$ cat config.mk
export PLATFORM = sky130hd
export DESIGN_NAME = instr_mem_loader
export DESIGN_NICKNAME = d
export VERILOG_FILES = /design/src/rtl/instr_mem_loader_pkg.sv /design/src/rtl/instr_mem_loader_word_asm.sv /design/src/rtl/instr_mem_loader.sv
export SDC_FILE = /design/constraint.sdc
export NUM_CORES = 1
export LEC_CHECK = 0
export ABC_AREA = 1
export CAP_MARGIN = 20
export CORE_MARGIN = 8
export CORE_UTILIZATION = 58
export CTS_BUF_LIST = sky130_fd_sc_hd__clkbuf_8
export DETAILED_ROUTE_END_ITERATION = 6
export GPL_ROUTABILITY_DRIVEN = 0
export GPL_TIMING_DRIVEN = 1
export PLACE_DENSITY_LB_ADDON = 0.2
export SYNTH_ARGS = -nofsm -noshare
export SYNTH_HDL_FRONTEND = slang
export SYNTH_SLANG_ARGS = --single-unit
$ cat constraint.sdc
create_clock -name clk -period 1.9 [get_ports clk]
set_input_delay 0.38 -clock clk [delete_from_list [all_inputs] [get_ports clk]]
set_output_delay 0.38 -clock clk [all_outputs]
set_load 0.1 [all_outputs]
$ cat src/rtl/instr_mem_loader_pkg.sv
// Shared constants for the instruction-memory loader: opcodes, FSM encoding, header marker.
package instr_mem_loader_pkg;

  localparam logic [7:0] HDR_BYTE_DEF = 8'hA5;

  localparam logic [5:0] OP_RTYPE = 6'h00;
  localparam logic [5:0] OP_BEQ   = 6'h04;
  localparam logic [5:0] OP_BNE   = 6'h05;
  localparam logic [5:0] OP_ADDI  = 6'h08;
  localparam logic [5:0] OP_SLTI  = 6'h0A;
  localparam logic [5:0] OP_ANDI  = 6'h0C;
  localparam logic [5:0] OP_ORI   = 6'h0D;
  localparam logic [5:0] OP_XORI  = 6'h0E;
  localparam logic [5:0] OP_LW    = 6'h23;
  localparam logic [5:0] OP_SW    = 6'h2B;

  typedef enum logic [2:0] {
    S_IDLE, S_COUNT, S_WORD, S_CHECK, S_DONE, S_ERR
  } state_t;

  // True when the decode path understands this opcode.
  function automatic logic op_supported(input logic [5:0] op);
    case (op)
      OP_RTYPE, OP_BEQ, OP_BNE, OP_ADDI, OP_SLTI,
      OP_ANDI, OP_ORI, OP_XORI, OP_LW, OP_SW: op_supported = 1'b1;
      default:                                op_supported = 1'b0;
    endcase
  endfunction

endpackage

$ cat src/rtl/instr_mem_loader_word_asm.sv
// Byte-to-word assembler: big-endian shift register, byte index and running XOR checksum.
module loader_word_asm (
  input  logic        clk,
  input  logic        rst_n,
  input  logic        clr,
  input  logic        byte_en,
  input  logic [7:0]  byte_in,
  output logic [31:0] word_next,
  output logic        word_done,
  output logic [7:0]  chk
);

  logic [31:0] word;
  logic [1:0]  idx;

  // The completed word is visible combinationally on the 4th byte so the top can register it.
  assign word_next = {word[23:0], byte_in};
  assign word_done = byte_en && (idx == 2'd3);

  // Shift in each word byte, advance the index and fold it into the checksum.
  always_ff @(posedge clk or negedge rst_n) begin
    if (!rst_n) begin
      word <= '0;
      idx  <= '0;
      chk  <= '0;
    end else if (clr) begin
      word <= '0;
      idx  <= '0;
      chk  <= '0;
    end else if (byte_en) begin
      word <= word_next;
      idx  <= idx + 2'd1;
      chk  <= chk ^ byte_in;
    end
  end

endmodule

$ cat src/rtl/instr_mem_loader.sv
// UART-fed instruction memory loader: frame FSM, write address, idle timeout and opcode audit.
module instr_mem_loader
  import instr_mem_loader_pkg::*;
#(
  parameter int         ADDR_W      = 8,
  parameter logic [7:0] HDR_BYTE    = HDR_BYTE_DEF,
  parameter int         TIMEOUT_CYC = 1_000_000,
  parameter bit         HALT_AT_RST = 1'b1
) (
  input  logic              clk,
  input  logic              rst_n,
  input  logic [7:0]        rx_data,
  input  logic              rx_done,
  output logic              mem_we,
  output logic [ADDR_W-1:0] mem_addr,
  output logic [31:0]       mem_wdata,
  output logic              cpu_halt,
  output logic              load_done,
  output logic              load_err,
  output logic [7:0]        bad_op_cnt
);

  localparam logic [19:0] TO_LAST = 20'(TIMEOUT_CYC - 1);

  state_t      state, state_n;
  logic        start, latch_n, asm_en, pass, fail, active, timeout;
  logic [7:0]  words_left;
  logic [19:0] timer;
  logic [31:0] word_next;
  logic        word_done;
  logic [7:0]  chk;

  loader_word_asm u_asm (
    .clk       (clk),
    .rst_n     (rst_n),
    .clr       (start),
    .byte_en   (asm_en),
    .byte_in   (rx_data),
    .word_next (word_next),
    .word_done (word_done),
    .chk       (chk)
  );

  assign active  = (state == S_COUNT) || (state == S_WORD) || (state == S_CHECK);
  assign timeout = active && !rx_done && (timer == TO_LAST);

  // State register.
  always_ff @(posedge clk or negedge rst_n) begin
    if (!rst_n) state <= S_IDLE;
    else        state <= state_n;
  end

  // Next state and per-byte strobes; the header only matters outside a load.
  always_comb begin
    state_n = state;
    start   = 1'b0;
    latch_n = 1'b0;
    asm_en  = 1'b0;
    pass    = 1'b0;
    fail    = 1'b0;
    case (state)
      S_IDLE, S_DONE, S_ERR: begin
        if (rx_done && rx_data == HDR_BYTE) begin
          start   = 1'b1;
          state_n = S_COUNT;
        end
      end
      S_COUNT: begin
        if (rx_done) begin
          latch_n = 1'b1;
          state_n = (rx_data == 8'd0) ? S_CHECK : S_WORD;
        end
      end
      S_WORD: begin
        if (rx_done) begin
          asm_en = 1'b1;
          if (word_done && words_left == 8'd1) state_n = S_CHECK;
        end
      end
      S_CHECK: begin
        if (rx_done) begin
          if (rx_data == chk) begin
            pass    = 1'b1;
            state_n = S_DONE;
          end else begin
            fail    = 1'b1;
            state_n = S_ERR;
          end
        end
      end
      default: state_n = S_IDLE;
    endcase
    if (timeout) begin
      fail    = 1'b1;
      state_n = S_ERR;
    end
  end

  // Memory write port: pulse one cycle after the 4th byte, address steps after the pulse.
  always_ff @(posedge clk or negedge rst_n) begin
    if (!rst_n) begin
      mem_we    <= 1'b0;
      mem_wdata <= '0;
      mem_addr  <= '0;
    end else begin
      mem_we <= word_done;
      if (word_done) mem_wdata <= word_next;
      if (start)       mem_addr <= '0;
      else if (mem_we) mem_addr <= mem_addr + ADDR_W'(1);
    end
  end

  // Remaining word count for the current frame.
  always_ff @(posedge clk or negedge rst_n) begin
    if (!rst_n)         words_left <= '0;
    else if (latch_n)   words_left <= rx_data;
    else if (word_done) words_left <= words_left - 8'd1;
  end

  // Idle timer: cleared by every byte, counts only while a load is open.
  always_ff @(posedge clk or negedge rst_n) begin
    if (!rst_n)                 timer <= '0;
    else if (!active || rx_done) timer <= '0;
    else                        timer <= timer + 20'd1;
  end

  // Status flags and the saturating unsupported-opcode counter.
  always_ff @(posedge clk or negedge rst_n) begin
    if (!rst_n) begin
      cpu_halt   <= HALT_AT_RST;
      load_done  <= 1'b0;
      load_err   <= 1'b0;
      bad_op_cnt <= '0;
    end else begin
      if (start) begin
        cpu_halt   <= 1'b1;
        load_done  <= 1'b0;
        load_err   <= 1'b0;
        bad_op_cnt <= '0;
      end
      if (pass) begin
        load_done <= 1'b1;
        cpu_halt  <= 1'b0;
      end
      if (fail) load_err <= 1'b1;
      if (word_done && !op_supported(word_next[31:26]) && bad_op_cnt != 8'hFF)
        bad_op_cnt <= bad_op_cnt + 8'd1;
    end
  end

endmodule
# Word level (Yosys, flattened, before mapping)
# Cells that the tools add are included.
# op_classes
addsub,5
muxes,40
bitwise_logic,1
reduce_logical,25
eq_ne,25
# ops
cell,count
$mux W8,8
$mux W24,2
$eq A6 B4 Y1 const B,5
$add A20 B1 Y20 const B,1
$eq A20 B20 Y1 const B,1
$mux W1,20
$mux W20,1
$mux W3,6
$add A8 B1 Y8 const B,2
$eq A6 B3 Y1 const B,2
$eq A6 B6 Y1 const B,2
$ne A3 B3 Y1 const B,4
$pmux W3 S4,1
$reduce_bool A2 Y1,6
$reduce_or A10 Y1,1
$eq A8 B1 Y1 const B,1
$eq A8 B8 Y1,1
$eq A8 B8 Y1 const B,1
$logic_not A8 Y1,1
$ne A8 B8 Y1 const B,1
$sub A8 B1 Y8 const B,1
$xor A8 B8 Y8,1
$logic_and A1 B1 Y1,7
$eq A3 B2 Y1 const B,2
12 further kinds,18
# word_totals
reg_bits,117
out_inout_bits,52
in_bits,11

# Logic depth before layout (Yosys ltp)
# depth
ltp_word,8
ltp_mapped,10

# By module
# From an unflattened synthesis, not the netlist that was laid out.
# unflattened
cells_unflattened,730
hier_area_um2,5985.7
# by_module_without_submodules
mod,n_inst,area_each_um2,cells_per_inst
instr_mem_loader,1,4339.2,563
loader_word_asm,1,1646.6,167

# Least setup slack after synthesis
# OpenSTA, ideal clock, no wires.
# synth_path
path_kind,flip-flop to flip-flop
start,register bad_op_cnt[0]
end,register bad_op_cnt[4]
setup_slack_ps,-371
path_buffers,0
stages_incl_launch_ff,8
period_less_slack_ps,2271
t_arrival_ps,2202
cell_sequence,dfrtp_1 -> ha_1 -> nand3_1 -> nor3_2 -> nand3_1 -> nand3_2 -> nand3_1 -> nand2_1
# synth_via
elab_chain_len,3
elab_cells_between_ends,5
cone_classes,1 x add/sub; 1 x eq/ne; 1 x mux; 2 x reduce/logical
# synth_lines
element,line,source
from (decl),instr_mem_loader.sv:20,output logic [7:0] bad_op_cnt
from (signal assigned),instr_mem_loader.sv:147,bad_op_cnt <= bad_op_cnt + 8'd1;
"parallel branches: the longest is 3 deep, another holds $add A8 B1 Y8",n/a,
# Several ways; the timed one is not identified.
# A chain may end at the register's enable or synchronous reset.

# Worst setup path in the final report
# layout_path
start,register bad_op_cnt[0]
end,register bad_op_cnt[1]
# Same word-level chain as after synthesis.

==> reports/summary.txt <==
Worst-Margin Slew = 0.439 ns
RSZ-0062 raised after global routing = no
Power share of the combinational group = 0.511
Placed cell areas = 0.00677 sq mm
Reg-to-Reg Start = bad_op_cnt[0]
Via Count = 4754
# placed instances = 849
Final instance area = 0.00722 sq mm
Drt drc = 0
Layout Cells excl Fill = 882
Fraction of layout cells with a size suffix above 1 = 0.189
Final setup vio count = 0
Die width = 113 um
Worst slew margin = 0.707
Worst hold slack = 0.489 ns
Vias in the first global route = 4721
DRT Pass-1 Iters = 5
Syn Std Cell Area = 0.00551 sq mm
Multi-input gate area = 0.00211 sq mm
Antenna diodes = 0
CORE AREA = 0.00924 sq mm
# fillers = 600
Required @ worst endpoint = 2.25 ns
Initial Util = 0.596
Int Power = 0.00682 W
Total Routed Length = 13100 um
Most frequent cells in the layout = nand2_1, dfrtp_1, inv_1
Detailed-route vias per instance = 5.39
Max frequency = 561 MHz
Crit path arrival time = 2.13 ns
Power per cell area = 1840 mW/mm^2
Total of max-cap violations = 0
Count of different cell masters after synthesis = 35
Skew final = 0.0150 ns
Worst setup path class = reg -> reg
Fin. Hold Viols = 0
R2r worst-path depth = 7
Crit path largest cell delay = 0.47 ns
Hold Startpoint = u_asm.idx[1]
Sequential Power Share = 0.305
H-tree level count = 4
Clock power share = 0.184
Slack of the worst reg-to-reg path = 0.12 ns
Die H = 113 um
Final setup margin = 0.116 ns
Grt ovf = 0
CTS Buffer Depth = 2
Post-synthesis sequential area ratio = 0.532
Final net count = 757
IO Pins = 63
Hold Path Class = reg -> reg
Most common cell after layout, fill and taps aside = nand2_1
Reg2reg end = bad_op_cnt[1]
Worst-path maximum fanout = 8
Startpoint class of the critical path = flip-flop
Largest area contributor in the netlist = dfrtp_1
Root Buffer = clkbuf_8
Post-route ant nets = 0
Detailed Route Iter0 Violations = 443
Peak VDD IR = 1.13 mV
Static leakage = 3.55 nW
Initial antenna violation count = 0
Status = finished, final reports clean
IO buf count = 62
Sw frac = 0.488
Clk sink count = 117
CP max-delay cell = dfrtp_4
WHS Path Cells = 2
TritonCTS clock tree = built
Largest net degree at the start of global routing = 85
WHS Endpoint = u_asm.idx[1]
Avg Cell Area, Syn = 8.53 sq um
Total track usage = 0.217
Setup crit end kind = flip-flop
Synthesized instance count = 646
Pre-CTS setup slack = -0.0825 ns
FP Rows = 35
FF+latch area = 0.00294 sq mm
Area Overhead vs Synth = 31.1%
Worst-Skew Late Latency = 0.43 ns
Final Cycle Share = 0.939
Wirelength per Cell = 14.9 um
Die area = 0.0129 sq mm
First-pass GRT wire length = 22600 um
Detail Placement HPWL = 9520 um
Share of the synthesized area in the top cell type = 0.527
#FFs+latches synth = 117
Max-slew violation count = 0
Post-Syn Nets = 663
Total CTS buffers = 17
Sw power = 0.00649 W
YS warnings = 0
Worst path cell trace = ha_1 -> nand3_1 -> nor3_2 -> nand3_2 -> nand3_2 -> nand3_1 -> nand2_1
Fin crit period = 1.78 ns
Largest cells by area after synthesis = dfrtp_1, nand2_1, inv_1
Setup Fix Bufs, Post-CTS = 0
CTS clock-pin slew for the worst setup and hold paths = 0.08 ns
## final cells by class
class | instances | share of cell area
Clock inverter | 15 | 0.0267
Clock buffer | 17 | 0.0324
Inverter | 99 | 0.0516
Multi-Input combinational cell | 415 | 0.293
Tap cell | 129 | 0.0224
Sequential cell | 117 | 0.408
Timing Repair Buffer | 90 | 0.166
## flip-flops by register name (all words and copies together) (netlist names)
register	cells
bad_op_cnt	8
cpu_halt	1
load_done	1
load_err	1
mem_addr	8
mem_wdata	32
mem_we	1
state	3
timer	20
u_asm.chk	8
u_asm.idx	2
u_asm.word	24
words_left	8
## through the flow
stage	total power, W	utilization	setup TNS (ns)
global route	0.0140	0.781	0
finish	0.0133	0.781	0
floorplan	0.00858	-	0
CTS	0.0133	0.780	0
global placement	0.0107	0.733	-0.444
detailed placement	0.0109	0.733	-1.34
## synth_stat cells
library cell  number
nand2_1          141
dfrtp_1          116
inv_1             91
nor2_1            66
nand3_1           36
a21oi_1           24
o21ai_1           24
o21ai_0           21
o22ai_1           21
nand4_1           15
nor3_1            13
xor2_1            12
xnor2_1           11
inv_2              7
ha_1               6
clkbuf_1           5
buf_6              4
o221ai_1           4
buf_2              3
buf_4              3
nand3_2            3
o211ai_1           3
nand3b_1           2
nor2_8             2
nor3_2             2
nor3b_1            2
a21o_1             1
a41oi_1            1
clkinv_2           1
dfstp_2            1
nand2_2            1
nand2_4            1
nor2_2             1
nor2_4             1
nor4_1             1
## how the worst max path moves through the flow
stage / end / start
final: bad_op_cnt[1] / bad_op_cnt[0]
after global routing: bad_op_cnt[0] / bad_op_cnt[0]
after CTS: bad_op_cnt[0] / bad_op_cnt[0]
after detailed placement: state[2] / rx_data[0]
after global placement: u_asm.word[18] / rx_data[1]
after floorplan: mem_addr[5] / mem_we
## cells by family after synthesis
family / synth area share
simple gates: 0.232
flops: 0.532
buf+inv: 0.0861
compound gates: 0.100
xor+xnor: 0.0366
fa+ha+maj: 0.0136
## timing repair
| item | in CTS | in global routing |
|---|---|---|
| gates resized for setup | 0 | 2 |
| hold endpoints to repair | 2 | 0 |
| endpoints found under the setup margin | 0 | 9 |
| hold buffers | 1 | 0 |
## power by group through the flow
stage                     clock network, W  logic (W)  registers (W)
after floorplan                          0    0.00197        0.00661
after global placement                   0    0.00662        0.00404
after detailed placement                 0    0.00677        0.00409
after CTS                          0.00248    0.00681        0.00404
after global routing               0.00260    0.00722        0.00415
final                              0.00245    0.00680        0.00406
## critical path, delay by kind of cell (launching register included)
kind	cells	cell delay, ns
simple gates	6	1.04
flops	1	0.47
fa+ha+maj	1	0.20
## routing by layer
metal / track usage / share of wire
met2: 0.359 / 0.49
met5: 0 / 0
met4: 0.0933 / 0.024
met1: 0.269 / 0.43
met3: 0.0491 / 0.063
No activity file was read; power rests on OpenSTA's default activity.
